**src/rtl/mxint8_ctrl_pkg.sv**
```systemverilog
// Shared types and sizing for the MXINT8 block-sum controller.
// Width macros default here when no project include has defined them.
`ifndef BLOCK_SIZE
`define BLOCK_SIZE 32
`endif
`ifndef SCALE_WIDTH
`define SCALE_WIDTH 8
`endif
`ifndef MXINT8_ELEMENT_WIDTH
`define MXINT8_ELEMENT_WIDTH 8
`endif
`ifndef FLOAT32_WIDTH
`define FLOAT32_WIDTH 32
`endif

package mxint8_ctrl_pkg;

    typedef enum logic [1:0] {
        FILL = 2'd0,
        EVAL = 2'd1,
        OUT  = 2'd2
    } state_t;

    localparam int BLOCK_SIZE = `BLOCK_SIZE;

    // Number of input beats needed to assemble one block.
    function automatic int calc_beats(input int lanes);
        return BLOCK_SIZE / lanes;
    endfunction

endpackage

```
**src/rtl/mxint8_sum.sv**
```systemverilog
// Combinational MXINT8 block sum: adds BLOCK_SIZE signed 1.6 fixed-point elements,
// applies the shared E8M0 scale and returns an exact float32 (no rounding needed).
`ifndef BLOCK_SIZE
`define BLOCK_SIZE 32
`endif
`ifndef SCALE_WIDTH
`define SCALE_WIDTH 8
`endif
`ifndef MXINT8_ELEMENT_WIDTH
`define MXINT8_ELEMENT_WIDTH 8
`endif
`ifndef FLOAT32_WIDTH
`define FLOAT32_WIDTH 32
`endif

module mxint8_sum (
    input  logic [`SCALE_WIDTH-1:0]                      i_scale,
    input  logic [`BLOCK_SIZE*`MXINT8_ELEMENT_WIDTH-1:0] i_elements,
    output logic [`FLOAT32_WIDTH-1:0]                    o_float32,
    output logic                                         o_overflow,
    output logic                                         o_is_unused
);

    localparam int EW        = `MXINT8_ELEMENT_WIDTH;
    localparam int FRAC_BITS = EW - 2;
    localparam int SUM_W     = EW + $clog2(`BLOCK_SIZE);
    localparam int MSB_W     = $clog2(SUM_W);

    logic signed [SUM_W-1:0] elem_ext [`BLOCK_SIZE];
    logic signed [SUM_W-1:0] sum;
    logic        [SUM_W-1:0] mag;
    logic        [MSB_W-1:0] msb;
    logic     [SUM_W+22:0]   wide;
    logic                    sign;
    int                      biased;

    genvar gi;
    generate
        for (gi = 0; gi < `BLOCK_SIZE; gi++) begin : g_ext
            assign elem_ext[gi] = {{(SUM_W-EW){i_elements[gi*EW+EW-1]}}, i_elements[gi*EW +: EW]};
        end
    endgenerate

    always_comb begin
        sum = '0;
        for (int i = 0; i < `BLOCK_SIZE; i++) begin
            sum = sum + elem_ext[i];
        end
    end

    assign sign = sum[SUM_W-1];
    assign mag  = sign ? SUM_W'(-sum) : SUM_W'(sum);

    always_comb begin
        msb = '0;
        for (int i = 0; i < SUM_W; i++) begin
            if (mag[i]) begin
                msb = MSB_W'(i);
            end
        end
    end

    // value = mag * 2^(msb) normalised; biased exponent = msb + scale - FRAC_BITS
    assign biased = int'(msb) + int'(i_scale) - FRAC_BITS;
    assign wide   = {{23{1'b0}}, mag} << (23 - int'(msb));

    always_comb begin
        o_float32   = '0;
        o_overflow  = 1'b0;
        o_is_unused = 1'b0;
        if (i_scale == '1) begin
            // E8M0 NaN scale marks the block as unused
            o_float32   = 32'h7FC0_0000;
            o_is_unused = 1'b1;
        end else if (mag == '0) begin
            o_float32 = '0;
        end else if (biased >= 255) begin
            o_float32  = {sign, 8'hFF, 23'd0};
            o_overflow = 1'b1;
        end else if (biased <= 0) begin
            o_float32 = {sign, 31'd0};
        end else begin
            o_float32 = {sign, biased[7:0], wide[22:0]};
        end
    end

endmodule

```
**src/rtl/mxint8_sum_ctrl.sv**
```systemverilog
// Beat-assembling controller around mxint8_sum: FILL -> EVAL -> OUT handshake FSM.
// Optional result statistics are built when MXINT8_SUM_CTRL_STATS_EN is defined.
`ifndef BLOCK_SIZE
`define BLOCK_SIZE 32
`endif
`ifndef SCALE_WIDTH
`define SCALE_WIDTH 8
`endif
`ifndef MXINT8_ELEMENT_WIDTH
`define MXINT8_ELEMENT_WIDTH 8
`endif
`ifndef FLOAT32_WIDTH
`define FLOAT32_WIDTH 32
`endif

module mxint8_sum_ctrl
    import mxint8_ctrl_pkg::*;
#(
    parameter int LANES = 4
) (
    input  logic                                  clk,
    input  logic                                  rst_n,
    input  logic                                  i_valid,
    output logic                                  o_ready,
    input  logic [`SCALE_WIDTH-1:0]               i_scale,
    input  logic [LANES*`MXINT8_ELEMENT_WIDTH-1:0] i_elements,
    output logic                                  o_valid,
    input  logic                                  i_ready,
    output logic [`FLOAT32_WIDTH-1:0]             o_float32,
    output logic                                  o_overflow,
    output logic                                  o_is_unused,
    output logic                                  o_busy
`ifdef MXINT8_SUM_CTRL_STATS_EN
    ,
    input  logic                                  i_stats_clr,
    output logic [15:0]                           o_blk_cnt,
    output logic [15:0]                           o_ovf_cnt
`endif
);

    localparam int EW    = `MXINT8_ELEMENT_WIDTH;
    localparam int BEATS = calc_beats(LANES);
    localparam int CNT_W = (BEATS > 1) ? $clog2(BEATS) : 1;

    state_t                       state_reg, state_next;
    logic [CNT_W-1:0]             cnt_reg, cnt_next;
    logic [`SCALE_WIDTH-1:0]      scale_reg;
    logic                         accept;
    logic                         last_beat;
    logic [`BLOCK_SIZE*EW-1:0]    block_flat;
    logic [`FLOAT32_WIDTH-1:0]    sum_float;
    logic                         sum_overflow;
    logic                         sum_unused;
    logic [`FLOAT32_WIDTH-1:0]    float_reg;
    logic                         overflow_reg;
    logic                         unused_reg;

    assign last_beat = (cnt_reg == CNT_W'(BEATS - 1));
    assign accept    = i_valid && o_ready;

    always_comb begin
        state_next = state_reg;
        cnt_next   = cnt_reg;
        o_ready    = 1'b0;
        o_valid    = 1'b0;
        case (state_reg)
            FILL: begin
                o_ready = 1'b1;
                if (i_valid) begin
                    if (last_beat) begin
                        cnt_next   = '0;
                        state_next = EVAL;
                    end else begin
                        cnt_next = cnt_reg + CNT_W'(1);
                    end
                end
            end
            EVAL: state_next = OUT;
            OUT: begin
                o_valid = 1'b1;
                if (i_ready) begin
                    state_next = FILL;
                end
            end
            default: state_next = FILL;
        endcase
    end

    always_ff @(posedge clk) begin
        if (!rst_n) begin
            state_reg <= FILL;
            cnt_reg   <= '0;
            scale_reg <= '0;
        end else begin
            state_reg <= state_next;
            cnt_reg   <= cnt_next;
            if (accept && cnt_reg == '0) begin
                scale_reg <= i_scale;
            end
        end
    end

    // One small memory per lane, indexed by beat; contents survive reset by design.
    genvar gi, gj;
    generate
        for (gi = 0; gi < LANES; gi++) begin : g_lane
            logic [EW-1:0] lane_mem [BEATS];

            always_ff @(posedge clk) begin
                if (accept) begin
                    lane_mem[cnt_reg] <= i_elements[gi*EW +: EW];
                end
            end

            for (gj = 0; gj < BEATS; gj++) begin : g_beat
                assign block_flat[(gj*LANES + gi)*EW +: EW] = lane_mem[gj];
            end
        end
    endgenerate

    mxint8_sum u_sum (
        .i_scale     (scale_reg),
        .i_elements  (block_flat),
        .o_float32   (sum_float),
        .o_overflow  (sum_overflow),
        .o_is_unused (sum_unused)
    );

    always_ff @(posedge clk) begin
        if (!rst_n) begin
            float_reg    <= '0;
            overflow_reg <= 1'b0;
            unused_reg   <= 1'b0;
        end else if (state_reg == EVAL) begin
            float_reg    <= sum_float;
            overflow_reg <= sum_overflow;
            unused_reg   <= sum_unused;
        end
    end

    assign o_float32   = float_reg;
    assign o_overflow  = overflow_reg;
    assign o_is_unused = unused_reg;
    assign o_busy      = (state_reg != FILL) || (cnt_reg != '0);

`ifdef MXINT8_SUM_CTRL_STATS_EN
    logic [15:0] blk_cnt_reg;
    logic [15:0] ovf_cnt_reg;
    logic        handoff;

    assign handoff = o_valid && i_ready;

    always_ff @(posedge clk) begin
        if (!rst_n || i_stats_clr) begin
            blk_cnt_reg <= '0;
            ovf_cnt_reg <= '0;
        end else if (handoff) begin
            if (blk_cnt_reg != '1) begin
                blk_cnt_reg <= blk_cnt_reg + 16'd1;
            end
            if (overflow_reg && ovf_cnt_reg != '1) begin
                ovf_cnt_reg <= ovf_cnt_reg + 16'd1;
            end
        end
    end

    assign o_blk_cnt = blk_cnt_reg;
    assign o_ovf_cnt = ovf_cnt_reg;
`endif

endmodule

```
**config.mk**
```make
export PLATFORM = sky130hd
export DESIGN_NAME = mxint8_sum_ctrl
export DESIGN_NICKNAME = d
export VERILOG_FILES = /design/src/rtl/mxint8_ctrl_pkg.sv /design/src/rtl/mxint8_sum.sv /design/src/rtl/mxint8_sum_ctrl.sv
export SDC_FILE = /design/constraint.sdc
export NUM_CORES = 1
export LEC_CHECK = 0
export BUFFER_PORTS_ARGS = -buffer_cell sky130_fd_sc_hd__buf_2
export CORE_UTILIZATION = 45
export CTS_CLUSTER_SIZE = 25
export DETAILED_ROUTE_END_ITERATION = 10
export GPL_TIMING_DRIVEN = 1
export RECOVER_POWER = 25
export SLEW_MARGIN = 20
export SYNTH_ARGS = -nofsm -noshare
export SYNTH_HDL_FRONTEND = slang
export SYNTH_SLANG_ARGS = --single-unit
```
**constraint.sdc**
```tcl
create_clock -name clk -period 11.3 [get_ports clk]
set_input_delay 1.13 -clock clk [delete_from_list [all_inputs] [get_ports clk]]
set_output_delay 1.13 -clock clk [all_outputs]
set_load 0.02 [all_outputs]
```
# Word-level counts from Yosys, hierarchy flattened
# Memories as Yosys holds them, arrays and structs flattened.
# Index checks and enable logic that the tools add are counted.
[word_totals] latchBits=0 memories=4 reg_bits=47 elab_cells=96 romBits=0 mem_bits_rw=256 out_inout_bits=37
[memory_table] memory="g_lane[0].lane_mem" words=8 width=8 read_ports=8 rd_ports_with_merged_regs=0 write_ports=1 line="mxint8_sum_ctrl.sv:107" text="logic [EW-1:0] lane_mem [BEATS];"
[memory_table] memory="g_lane[1].lane_mem" words=8 width=8 read_ports=8 rd_ports_with_merged_regs=0 write_ports=1 line="mxint8_sum_ctrl.sv:107"
[memory_table] memory="g_lane[2].lane_mem" words=8 width=8 read_ports=8 rd_ports_with_merged_regs=0 write_ports=1 line="mxint8_sum_ctrl.sv:107"
[memory_table] memory="g_lane[3].lane_mem" words=8 width=8 read_ports=8 rd_ports_with_merged_regs=0 write_ports=1 line="mxint8_sum_ctrl.sv:107"
[op_classes] n_eq_ne=7 reduce_logical=10 div_mod_pow=0 n_addsub=36 order_cmp=2 n_mux=30 n_mul=0 n_shift=1 n_bitwise=0
[ops] op="adder 13 x 8 -> 13 bit" n=29
[ops] op="two-way mux 32 bit" n=2
[ops] op="two-way mux 31 bit" n=2
[ops] op=">= comparator 32 x 9 -> 1 bit, second input constant" n=1
[ops] op="<= comparator 32 x 1 -> 1 bit, second input constant" n=1
[ops] op="left shift 13 x 32 -> 23 bit" n=1
[ops] op="subtractor 32 x 4 -> 32 bit, second input constant" n=1
[ops] op="two-way mux 4 bit" n=5
[ops] op="two-way mux 3 bit" n=5
[ops] op="logical NOT 13 bit" n=1
[ops] op="two-way mux 13 bit" n=1
[ops] op="negation 13 bit" n=1
[ops] op="adder 9 x 8 -> 10 bit" n=1
[ops] op="two-way mux 2 bit" n=5
[ops] op="adder 4 x 8 -> 9 bit" n=1
[ops] op="adder 8 x 8 -> 9 bit" n=1
[ops] op="two-way mux 1 bit" n=9
[ops] op="equality test 8 bit, second input constant" n=1
[ops] op="!= test 2 bit, second input constant" n=3
[ops] op="one-hot mux 2 bit (3 select lines)" n=1
[ops] op="subtractor 5 x 4 -> 6 bit, first input constant" n=1
[ops] op="adder 3 x 1 -> 3 bit, second input constant" n=1
[ops] op="equality test 3 bit, second input constant" n=1
[ops] op="logical NOT 3 bit" n=1
[ops] op="9 further kinds" n=10

# Logic depth before layout (Yosys ltp)
# An unclocked memory read counts as a cell.
[logic_depth] depth_word=53 ltp_mapped=58 mapped_depth_nobuf=57

# Hierarchy
# From an unflattened synthesis, not the netlist that was laid out.
[hier_totals] cells_unflattened=1529 hier_area_um2=19148.4
[modules_own_cells] module="mxint8_sum_ctrl" seq_area_each_um2=8628.3 n_inst=1 cells_per_inst=483 area_each_um2=9591.7
[modules_own_cells] module="mxint8_sum" seq_area_each_um2=0.0 n_inst=1 cells_per_inst=1046 area_each_um2=9556.7

# Worst setup path after synthesis
# OpenSTA, ideal clock, no wires.
[synth_timing] path_type="register -> register" start="memory g_lane[0].lane_mem[0][1] (netlist name)" end="register float_reg[18], in the netlist o_float32[18]" arrival_ns=11.881 period_less_slack_ns=11.941 path_buffers=2 path_stages_with_launch=51 slack_ns=-0.641 cell_sequence="edfxtp_1 inv_1 fa_1 inv_1 ha_1 inv_1 fa_1 inv_1 a21oi_1 o21bai_1 a21oi_1 o21bai_1 a2111oi_0 a21oi_1 fa_1 fa_1 fa_1 fa_1 [... 15 more ...] nand2b_1 nand2_1 buf_2 ha_1 a21o_1 a21oi_1 nand2b_1 xnor2_1 or3_1 nor3_1 ha_1 nand2b_1 a21oi_1 o41ai_1 nor2b_1 nand4_1 a2111oi_0 a221o_1"
[synth_rtl] element="start: declaration" line="mxint8_sum_ctrl.sv:107"
[synth_rtl] element="end signal: assignment" line="mxint8_sum_ctrl.sv:135" text="float_reg <= sum_float;"
[synth_rtl] element="end: declaration" line="mxint8_sum_ctrl.sv:54" text="logic [`FLOAT32_WIDTH-1:0] float_reg;"

==> flow_summary.toml <==
[outcome]
status = "finished, violations left"
violations = "DRC, setup timing"

[timing]
holdWs_ns = 0.445
fin_crit_sh_pct = 104
setup_viol = 19
setup_slack_ns = -0.493
hold_viol = 0
finClkSkew_ns = 0.0158
worst_slew_pin_slew_ns = 0.793
period_minus_slack_ns = 11.79
fin_setup_tns_ns = -6.90
slew_violations = 0
max_freq_ghz = 0.0848
rsz0062_at_grt = "yes"
relSlewSlack_pct = 47.0

[clock_tree]
clk_path_buf_depth = 3
cts_root_buf = "clkbuf_16"
cts_made_buffers = 37
cts_tree = "built"
clk_pin_slew_ns = 0.06
cts.sinks = 303
holdBufCountCts = 0
clk_latency_ns = 0.55
htree_levels = 2

[setup_path]
cpMostUsedCell = "fa_1"
crit_family = "adder cells"
cp_num_buf_inv = 13
arrival_ns = 12.22
crit_required_ns = 11.73
crit_slowest_cell = "fa_1"
path_class = "reg -> reg"
max_stage_delay_ns = 0.56
critPathCaptureType = "flop"
path_max_fanout = 5
critPathLaunchType = "flop"

[route]
drc = 2
wl_per_cell_um = 17.2
via_count = 11130
drtAntennaViolNets = 0
drt_iter0_markers = 497
wirelength_um = 39300
vias_per_cell = 4.87
first_pass_iters = 10

[floorplan]
rows = 74
io_pins = 81
fp.dieW_um = 207
dieArea_um2 = 42800
design.core.area_um2 = 41100
start_util_pct = 45.9
fp.dieH_um = 207

[cells_and_area]
layout-drive-gt1-share_pct = 24.7
fin_cells = 2284
final_common_cell = "inv_1"
synthToLayoutAreaGrowth_pct = 22.3
finish.utilization_pct = 56.2
fillers = 3464
layout_common_cells = "inv_1, edfxtp_1, fa_1, buf_4, buf_2"
nNetsFinal = 2072
largest_reg_flops = 256

[placement]
post-dp-hpwl_um = 28900
port-buffer-count = 80
place.gp.congestion = 0.825
dp_cells = 2191

[global_routing]
grt_use_total_pct = 19.7
grt_pass1_wl_um = 63900
grt_pass1_vias = 12010
overflow = 0
antenna_found_initial = 0
grt_max_degree = 33

[synthesis]
synth_cell_types = 85
ys_async_sr_fraction_pct = 0
syn_inst = 1459
ys_seq_area_share_pct = 45.7
syn_area_per_cell_um2 = 12.9
ys.flop_type = "edfxtp_1"
synthesis.area_um2 = 18900
synth_nets = 1808
synth-seq-cells = 303
synth_enable_flop_cells = 256
yosysWarnings = 0

[worst_hold_path]
hold_class = "reg -> reg"

[run]
drv_cap = 0
final cells by class:
class                   count  area [um2]  area share, %
diodes                      1        2.50         0.0108
well taps                 532         666           2.88
clock buffers              55        1010           4.40
flip-flops and latches    303        8630           37.4
inverters                 385        1450           6.28
clock inverters            12         118          0.510
repair buffers            248        1700           7.36
multi-input cells         748        9510           41.2
final timing paths:
kind / startpoint / endpoint / slack (ns) / depth (start not counted)
setup / recovery: g_lane[0].lane_mem[0][1] / o_float32[18] / -0.49 / 48
hold reg to reg: o_float32[12] / o_float32[12] / 0.44 / 2
hold / removal: o_float32[12] / o_float32[12] / 0.44 / 2
setup reg to reg: g_lane[0].lane_mem[0][1] / o_float32[18] / -0.49 / 48
routing by layer:
layer / vias to the layer above / GRT usage, % / wire (um)
li1: 5229 / - / -
met1: 5683 / 27.6 / 18200
met2: 170 / 32.5 / 19100
met3: 48 / 2.79 / 1400
met4: 0 / 5.01 / 675
met5: - / 0 / 0
synthesized netlist by cell type, types with 18 or more instances:
library cell | instances | area, um2
fa_1 | 260 | 5200
mux2i_1 | 19 | 190
nor3_1 | 18 | 90.1
inv_1 | 383 | 1440
nand2_1 | 45 | 169
xnor2_1 | 25 | 219
a21oi_1 | 36 | 180
edfxtp_1 | 256 | 7690
o21ai_0 | 20 | 100
dfxtp_1 | 47 | 941
nor2_1 | 62 | 233
ha_1 | 45 | 563
stage by stage:
step	worst slack, ns	area, um2
2_1_floorplan	-0.216	19200
3_5_place_dp	-0.966	21200
3_3_place_gp	-0.750	21200
6_report	-0.493	23100
5_1_grt	-0.967	23100
4_1_cts	-0.474	22800
worst register-to-register path: cells and delay by family, from the launching register on:
kind,cells,cell delay (ns)
adders and majority gates,14,5.92
DFF,1,0.38
AOI/OAI and AO/OA,10,2.64
xor gates and xnor gates,2,0.27
muxes,1,0.32
and+or+nand+nor,8,1.17
buffers and inverters,13,0.94
kinds of logic after synthesis:
group / after synthesis / share of synthesized area, %
mux: 24 / 1.37
compound gates: 151 / 5.76
xor+xnor: 42 / 2.16
simple gates: 226 / 6.15
fa+ha+maj: 305 / 30.6
buf+inv: 408 / 8.26
flops: 303 / 45.7
timing repair:
item	in CTS	in global routing
setup endpoints to repair	21	21
buffers inserted	16	14
resized for setup	75	47
pin swaps	93	63
Power is left out: the tool's default activity adds up to more than one toggle a clock period on the data nets, which glitch-free logic cannot reach.
